### config.mk
export PLATFORM = sky130hd
export DESIGN_NAME = xgriscv_lsu
export DESIGN_NICKNAME = d
export VERILOG_FILES = /design/src/rtl/xgriscv_lsu_pkg.sv /design/src/rtl/xgriscv_lsu_align.sv /design/src/rtl/xgriscv_lsu.sv
export SDC_FILE = /design/constraint.sdc
export NUM_CORES = 1
export LEC_CHECK = 0
export ABC_CLOCK_PERIOD_IN_PS = 2610
export BUFFER_PORTS_ARGS = -buffer_cell sky130_fd_sc_hd__clkbuf_2
export CAP_MARGIN = 20
export CORE_MARGIN = 5
export CORE_UTILIZATION = 45
export CTS_CLUSTER_DIAMETER = 40
export CTS_CLUSTER_SIZE = 40
export DETAILED_ROUTE_END_ITERATION = 12
export PLACE_DENSITY = 0.86
export SLEW_MARGIN = 25
export SYNTH_ARGS = -nofsm -noshare
export SYNTH_HDL_FRONTEND = slang
export SYNTH_HIERARCHICAL = 1
export SYNTH_SLANG_ARGS = --single-unit
### constraint.sdc
create_clock -name clk -period 2.61 [get_ports clk]
set_input_delay 0.3915 -clock clk [delete_from_list [all_inputs] [get_ports clk]]
set_output_delay 0.3915 -clock clk [all_outputs]
set_load 0.05 [all_outputs]
### src/rtl/xgriscv_lsu_pkg.sv
// Shared definitions for the xgriscv load/store unit: widths, size codes, FSM encoding.
package xgriscv_lsu_pkg;

    localparam int unsigned XLEN = 32;
    localparam int unsigned BE_W = 4;
    localparam int unsigned SZ_W = 2;
    localparam int unsigned ST_W = 2;

    // Access size codes (shared by lwhb and swhb)
    localparam logic [SZ_W-1:0] SIZE_W   = 2'b11;
    localparam logic [SZ_W-1:0] SIZE_H   = 2'b10;
    localparam logic [SZ_W-1:0] SIZE_B   = 2'b01;
    localparam logic [SZ_W-1:0] SIZE_ILL = 2'b00;

    // LSU state encoding
    localparam logic [ST_W-1:0] ST_IDLE = 2'b00;
    localparam logic [ST_W-1:0] ST_REQ  = 2'b01;
    localparam logic [ST_W-1:0] ST_WAIT = 2'b10;
    localparam logic [ST_W-1:0] ST_DONE = 2'b11;

    // Attributes of the accepted access, held until the response returns
    typedef struct packed {
        logic            we;
        logic [SZ_W-1:0] size;
        logic            lunsigned;
        logic [1:0]      addr_lo;
    } lsu_acc_t;

    // Size must be nonzero and the address naturally aligned for that size
    function automatic logic access_legal(input logic [SZ_W-1:0] size,
                                          input logic [1:0]      addr_lo);
        logic ok;
        case (size)
            SIZE_B:  ok = 1'b1;
            SIZE_H:  ok = (addr_lo[0] == 1'b0);
            SIZE_W:  ok = (addr_lo == 2'b00);
            default: ok = 1'b0;
        endcase
        return ok;
    endfunction

endpackage

### src/rtl/xgriscv_lsu_align.sv
// Byte-lane logic for the LSU: byte enables, store replicate, load select and extend.
module xgriscv_lsu_align
    import xgriscv_lsu_pkg::*;
(
    input  logic [SZ_W-1:0] size,
    input  logic [1:0]      addr_lo,
    input  logic            lunsigned,
    input  logic [XLEN-1:0] wdata,
    input  logic [XLEN-1:0] mem_rdata,
    output logic [BE_W-1:0] be_c,
    output logic [XLEN-1:0] wdata_rep_c,
    output logic [XLEN-1:0] load_c
);

    logic [XLEN-1:0] lane;

    // Byte enables and store data replicated across all lanes of the access size
    always_comb begin
        be_c        = '0;
        wdata_rep_c = wdata;
        case (size)
            SIZE_B: begin
                be_c        = BE_W'(4'b0001 << addr_lo);
                wdata_rep_c = {4{wdata[7:0]}};
            end
            SIZE_H: begin
                be_c        = BE_W'(4'b0011 << {addr_lo[1], 1'b0});
                wdata_rep_c = {2{wdata[15:0]}};
            end
            SIZE_W: begin
                be_c        = 4'b1111;
                wdata_rep_c = wdata;
            end
            default: begin
                be_c        = '0;
                wdata_rep_c = wdata;
            end
        endcase
    end

    assign lane = mem_rdata >> {addr_lo, 3'b000};

    // Move the addressed lane to bit 0, then sign- or zero-extend
    always_comb begin
        load_c = mem_rdata;
        case (size)
            SIZE_B:  load_c = lunsigned ? {24'h000000, lane[7:0]}
                                        : {{24{lane[7]}}, lane[7:0]};
            SIZE_H:  load_c = lunsigned ? {16'h0000, lane[15:0]}
                                        : {{16{lane[15]}}, lane[15:0]};
            default: load_c = mem_rdata;
        endcase
    end

endmodule

### src/rtl/xgriscv_lsu.sv
// MEM-stage load/store unit: one req/gnt/rvalid bus transaction per load or store.
module xgriscv_lsu
    import xgriscv_lsu_pkg::*;
(
    input  logic            clk,
    input  logic            reset,
    input  logic            valid_i,
    input  logic            memwrite,
    input  logic [1:0]      lwhb,
    input  logic [1:0]      swhb,
    input  logic            lunsigned,
    input  logic [XLEN-1:0] addr,
    input  logic [XLEN-1:0] wdata,
    output logic            stall,
    output logic [XLEN-1:0] rdata,
    output logic            done,
    output logic            misalign,
    output logic            mem_req,
    output logic            mem_we,
    output logic [XLEN-1:0] mem_addr,
    output logic [BE_W-1:0] mem_be,
    output logic [XLEN-1:0] mem_wdata,
    input  logic            mem_gnt,
    input  logic            mem_rvalid,
    input  logic [XLEN-1:0] mem_rdata
);

    logic [ST_W-1:0] state_q, state_d;
    lsu_acc_t        acc_q, acc_d;
    logic [BE_W-1:0] be_lat_q, be_lat_d;
    logic [XLEN-1:0] rdata_d, mem_addr_d, mem_wdata_d;
    logic [BE_W-1:0] mem_be_d;
    logic            done_d, misalign_d, mem_req_d, mem_we_d;

    logic [SZ_W-1:0] cur_size, sel_size;
    logic [1:0]      sel_addr_lo;
    logic            cur_legal;
    logic [BE_W-1:0] be_c;
    logic [XLEN-1:0] wdata_rep_c, load_c;

    assign cur_size  = memwrite ? swhb : lwhb;
    assign cur_legal = access_legal(cur_size, addr[1:0]);

    // In IDLE the lane logic sees the incoming access; afterwards the latched one
    assign sel_size    = (state_q == ST_IDLE) ? cur_size  : acc_q.size;
    assign sel_addr_lo = (state_q == ST_IDLE) ? addr[1:0] : acc_q.addr_lo;

    xgriscv_lsu_align u_align (
        .size        (sel_size),
        .addr_lo     (sel_addr_lo),
        .lunsigned   (acc_q.lunsigned),
        .wdata       (wdata),
        .mem_rdata   (mem_rdata),
        .be_c        (be_c),
        .wdata_rep_c (wdata_rep_c),
        .load_c      (load_c)
    );

    // Pipeline hold while an access is pending; released in DONE
    assign stall = !reset && (((state_q == ST_IDLE) && valid_i) ||
                              (state_q == ST_REQ) || (state_q == ST_WAIT));

    // Next-state and next-output logic
    always_comb begin
        state_d     = state_q;
        acc_d       = acc_q;
        be_lat_d    = be_lat_q;
        rdata_d     = rdata;
        mem_addr_d  = mem_addr;
        mem_wdata_d = mem_wdata;
        mem_we_d    = mem_we;
        done_d      = 1'b0;
        misalign_d  = 1'b0;
        case (state_q)
            ST_IDLE: begin
                if (valid_i) begin
                    if (cur_legal) begin
                        acc_d.we        = memwrite;
                        acc_d.size      = cur_size;
                        acc_d.lunsigned = lunsigned;
                        acc_d.addr_lo   = addr[1:0];
                        be_lat_d        = be_c;
                        mem_addr_d      = {addr[XLEN-1:2], 2'b00};
                        mem_wdata_d     = wdata_rep_c;
                        mem_we_d        = memwrite;
                        state_d         = ST_REQ;
                    end else begin
                        misalign_d = 1'b1;
                        state_d    = ST_DONE;
                    end
                end
            end
            ST_REQ: begin
                if (mem_gnt) begin
                    if (mem_rvalid) begin
                        done_d  = 1'b1;
                        state_d = ST_DONE;
                        if (!acc_q.we) rdata_d = load_c;
                    end else begin
                        state_d = ST_WAIT;
                    end
                end
            end
            ST_WAIT: begin
                if (mem_rvalid) begin
                    done_d  = 1'b1;
                    state_d = ST_DONE;
                    if (!acc_q.we) rdata_d = load_c;
                end
            end
            ST_DONE: state_d = ST_IDLE;
            default: state_d = ST_IDLE;
        endcase
        mem_req_d = (state_d == ST_REQ);
        mem_be_d  = mem_req_d ? be_lat_d : '0;
    end

    // State and registered outputs, synchronous reset
    always_ff @(posedge clk) begin
        if (reset) begin
            state_q   <= ST_IDLE;
            acc_q     <= '0;
            be_lat_q  <= '0;
            rdata     <= '0;
            done      <= 1'b0;
            misalign  <= 1'b0;
            mem_req   <= 1'b0;
            mem_we    <= 1'b0;
            mem_addr  <= '0;
            mem_be    <= '0;
            mem_wdata <= '0;
        end else begin
            state_q   <= state_d;
            acc_q     <= acc_d;
            be_lat_q  <= be_lat_d;
            rdata     <= rdata_d;
            done      <= done_d;
            misalign  <= misalign_d;
            mem_req   <= mem_req_d;
            mem_we    <= mem_we_d;
            mem_addr  <= mem_addr_d;
            mem_be    <= mem_be_d;
            mem_wdata <= mem_wdata_d;
        end
    end

endmodule

==> key figures <==
Worst hold path
  • Hold path cells: 3
  • Min-delay src: addr[15]
  • Tightest Hold Check Type: primary input to flip-flop
  • WHS Endpoint: mem_addr[15]$_SDFFE_PP0P_

Timing
  • Tmin final: 2.450 ns
  • Setup Skew: 0.009795 ns
  • Final-report hold violation count: 0
  • RSZ-0062 raised after global routing: false
  • Worst-margin pin slew: 0.5635 ns
  • Tcrit/Tclk final: 0.9389
  • Setup TNS: 0 ns
  • Final setup violation count: 0
  • Max-Slew Margin vs Limit: 0.6229
  • Max Slew Vio Count: 0
  • Fmax: 408.1 MHz

Critical path
  • Worst Reg-to-Reg Cells: 11
  • Crit Reg-Reg Endpoint: rdata[2]$_SDFFE_PP0P_
  • Critical-path top delay cell: ha_2
  • FF-to-FF setup slack: 0.16 ns
  • Reg2reg start: state_q[0]$_SDFF_PP0_
  • Crit start category: flip-flop
  • Crit end category: flip-flop
  • CP max stage delay: 0.39 ns
  • Worst EP arrival: 2.79 ns
  • Worst Path Buf+Inv: 4
  • CP required: 2.94 ns
  • Critical Path, Cell by Cell: inv_1 > ha_2 > mux2_2 > inv_1 > ha_2 > buf_4 > o21ai_1 > buf_4 > o21ai_0 > nand2_1 > a21oi_1
  • CP max FO: 15
  • Worst Setup Path Type: flip-flop to flip-flop
  • Crit path max-delay family: adder cells

Clock tree
  • Htree depth: 4
  • Post-CTS Hold Buffers: 0
  • Sinks on Clock Net: 113
  • Clk Latency, worst-skew pair: 0.41 ns
  • CTS tree: yes
  • Clk pin slew, worst setup/hold paths: 0.05 ns
  • Num CTS Buffers: 17
  • Clock Tree Root: clkbuf_16
  • Clock buffer depth: 2

GRT
  • Largest net degree at the start of global routing: 77
  • Total global-route track usage: 0.2427
  • Antenna violations before repair: 1
  • First-pass GRT wire length: 29.17 mm
  • Via count of the first global-routing pass: 5860
  • Remaining global-route overflow: 0

Final layout
  • Final #Nets: 1068
  • Fillcell total: 1141
  • Area of the multi-input gates: 0.003072 mm^2
  • Diodes inserted: 0
  • Area Growth Syn to Fin: 32.59%
  • Layout cells sized above 1: 0.3188
  • Sequential cell area: 0.002262 mm^2
  • Fin util: 0.6103

Floorplan
  • Core area: 0.01267 mm^2
  • Die H: 123.8 um
  • DIE WIDTH: 123.8 um
  • Ports: 212
  • Initial core utilization: 0.4603
  • Core Rows: 41
  • Die area: 0.01534 mm^2

Outcome
  • Status: finished, final reports clean

Route
  • First-pass detailed-route iteration total: 5
  • DR WL/cell: 16.55 um
  • Post-DR vias/cell: 5.513
  • ANT nets after route: 0
  • DRT Wirelength: 18.79 mm
  • Initial DRC Count: 385
  • DRC errors left: 0
  • Via count: 6257

Synth
  • Netlist Area Pre-Place: 0.005832 mm^2
  • Simple-gate portion of the synthesized area: 0.1663
  • Xor/xnor cell area share of the yosys netlist: 0
  • Complex-gate fraction of the synthesized area: 0.3100
  • Mean post-synth cell area: 7.584 um^2
  • Largest family of logic cells by synthesized area: compound AO/OA/AOI/OAI gates
  • Adder-cell share of the synthesized area: 0.01931
  • Synth async-reset ratio: 0
  • Synth Instances: 769
  • Post-synth top flop: dfxtp_1
  • Seq cells post-synth: 113
  • Sequential cell area fraction in the yosys report: 0.3879
  • Distinct cell type count after synthesis: 47
  • YS warnings: 6
  • Post-synthesis mux area share: 0.02317
  • EDFF count, synth: 0

Pwr
  • VDD IR max: 0.6780 mV
  • Clk pwr share: 0.289
  • Flop pwr share: 0.239
  • Sw Share: 0.4097
  • Overall Power: 8.780 mW
  • Combinational power share: 0.472
  • LEAKAGE: 3.332 nW
  • Pwr Density: 1135 mW/mm^2
  • Psw: 3.597 mW
  • P_int: 5.183 mW

Flow run
  • Max-cap violation count: 0

Place
  • Final HPWL from detailed placement: 13.43 mm
  • Port Buf Inserts: 209
  • Routability cong.: 0.9524
[cell usage in the layout, fill, tap and decap left out, types with 3 or more instances in the layout]
cell	Yosys	final
a211o_1	7	7
a211oi_1	5	5
a21oi_1	130	129
a22o_1	8	8
a22oi_1	15	15
a31oi_1	7	7
buf_12	0	6
buf_4	14	33
bufinv_16	0	5
clkbuf_16	0	17
clkbuf_2	7	208
clkbuf_8	0	3
dfxtp_1	113	113
ha_1	9	6
inv_1	33	33
mux2_2	4	4
mux2i_1	3	3
nand2_1	92	92
nand2b_1	5	5
nand3_1	70	70
nand3b_1	3	3
nor2_1	25	24
nor2b_1	10	10
nor3_1	5	4
o21ai_0	84	84
o21ai_1	19	19
o22ai_1	7	7
o22ai_2	11	11
[layer usage]
metal / up-vias / part of all wire / GRT usage
met5: - / 0.00069 / 0
met4: 2 / 0.027 / 0.1052
met3: 40 / 0.089 / 0.08311
li1: 3056 / - / -
met1: 2894 / 0.39 / 0.2927
met2: 265 / 0.49 / 0.3924
[layout make-up]
cell class	instances	area share
Sequential cell	113	0.2926
Timing Repair Buffer	247	0.1822
Clock buffer	21	0.06084
Multi-Input combinational cell	540	0.3972
Tap cell	172	0.02783
Inverter	33	0.01602
Clock inverter	9	0.02330
[sequential cells by signal, indices dropped and copies added, names as in the netlist]
signal,cells
acc_q,6
be_lat_q,4
done,1
mem_addr,30
mem_be,4
mem_req,1
mem_wdata,32
misalign,1
rdata,32
state_q,2
[power groups by stage]
| stage | Combinational [mW] | Sequential, mW | Clock [mW] |
|---|---|---|---|
| finish | 4.14 | 2.10 | 2.54 |
| global route | 4.49 | 2.12 | 2.67 |
| CTS | 4.09 | 2.10 | 2.57 |
| detailed placement | 4.03 | 2.13 | 0 |
| global placement | 3.98 | 2.12 | 0 |
| floorplan | 2.27 | 2.87 | 0 |
[kinds of logic after synthesis]
logic type      count (synthesis)
buf+inv                       117
fa+ha+maj                       9
compound gates                304
mux                            10
simple gates                  215
flops                         113
other cells                     1
[how the worst max path moves through the flow]
stage                          startpoint                          to  slack, ns  depth (start not counted)
floorplan           state_q[0]$_SDFF_PP0_      rdata[31]$_SDFFE_PP0P_       0.07                         12
global placement                 memwrite      rdata[19]$_SDFFE_PP0P_      -0.03                         12
detailed placement               memwrite      rdata[18]$_SDFFE_PP0P_      -0.08                         12
CTS                 state_q[0]$_SDFF_PP0_  mem_wdata[11]$_SDFFE_PP0P_      0.006                         11
global route        state_q[0]$_SDFF_PP0_      rdata[19]$_SDFFE_PP0P_      0.007                         12
finish              state_q[0]$_SDFF_PP0_       rdata[2]$_SDFFE_PP0P_       0.16                         11
[worst min-delay path, delay by kind of cell]
kind	cells	cell delay, ns
AOI/OAI and AO/OA	2	0.12
buffers and inverters	1	0.07
[cell usage after synthesis (5+ instances only)]
master	n	area share
a21oi_1	130	0.11
nor2_1	25	0.016
dfxtp_1	113	0.39
nand3_1	70	0.060
a22oi_1	15	0.019
o21ai_1	19	0.016
buf_1	15	0.0097
buf_4	14	0.018
inv_1	33	0.021
nor2b_1	10	0.011
clkbuf_1	34	0.022
nand2_1	92	0.059
buf_2	11	0.0094
o21ai_0	84	0.072
o22ai_1	7	0.0075
nand2b_1	5	0.0054
nor3_1	5	0.0043
clkbuf_2	7	0.0060
a211oi_1	5	0.0064
a22o_1	8	0.012
a211o_1	7	0.011
a31oi_1	7	0.0075
o22ai_2	11	0.024
ha_1	9	0.019
[timing repair]
| action | CTS | global route |
|---|---|---|
| resized for setup | 1 | 3 |
| setup endpoints to repair | 19 | 22 |
| hold endpoints to repair | 0 | 0 |
| buffers inserted | 1 | 0 |
[metrics by stage]
step	area, um^2	setup slack [ns]	hold slack [ns]	std cells
6_report	7732	0.1595	0.2245	1135
5_1_grt	7732	0.007477	0.2089	1135
4_1_cts	7717	0.006419	0.2100	1135
3_5_place_dp	7044	-0.07889	0.4486	1104
3_3_place_gp	7044	-0.03189	0.4427	1104
2_1_floorplan	5836	0.07353	0.4454	770
No activity file was read; power rests on OpenSTA's default activity.
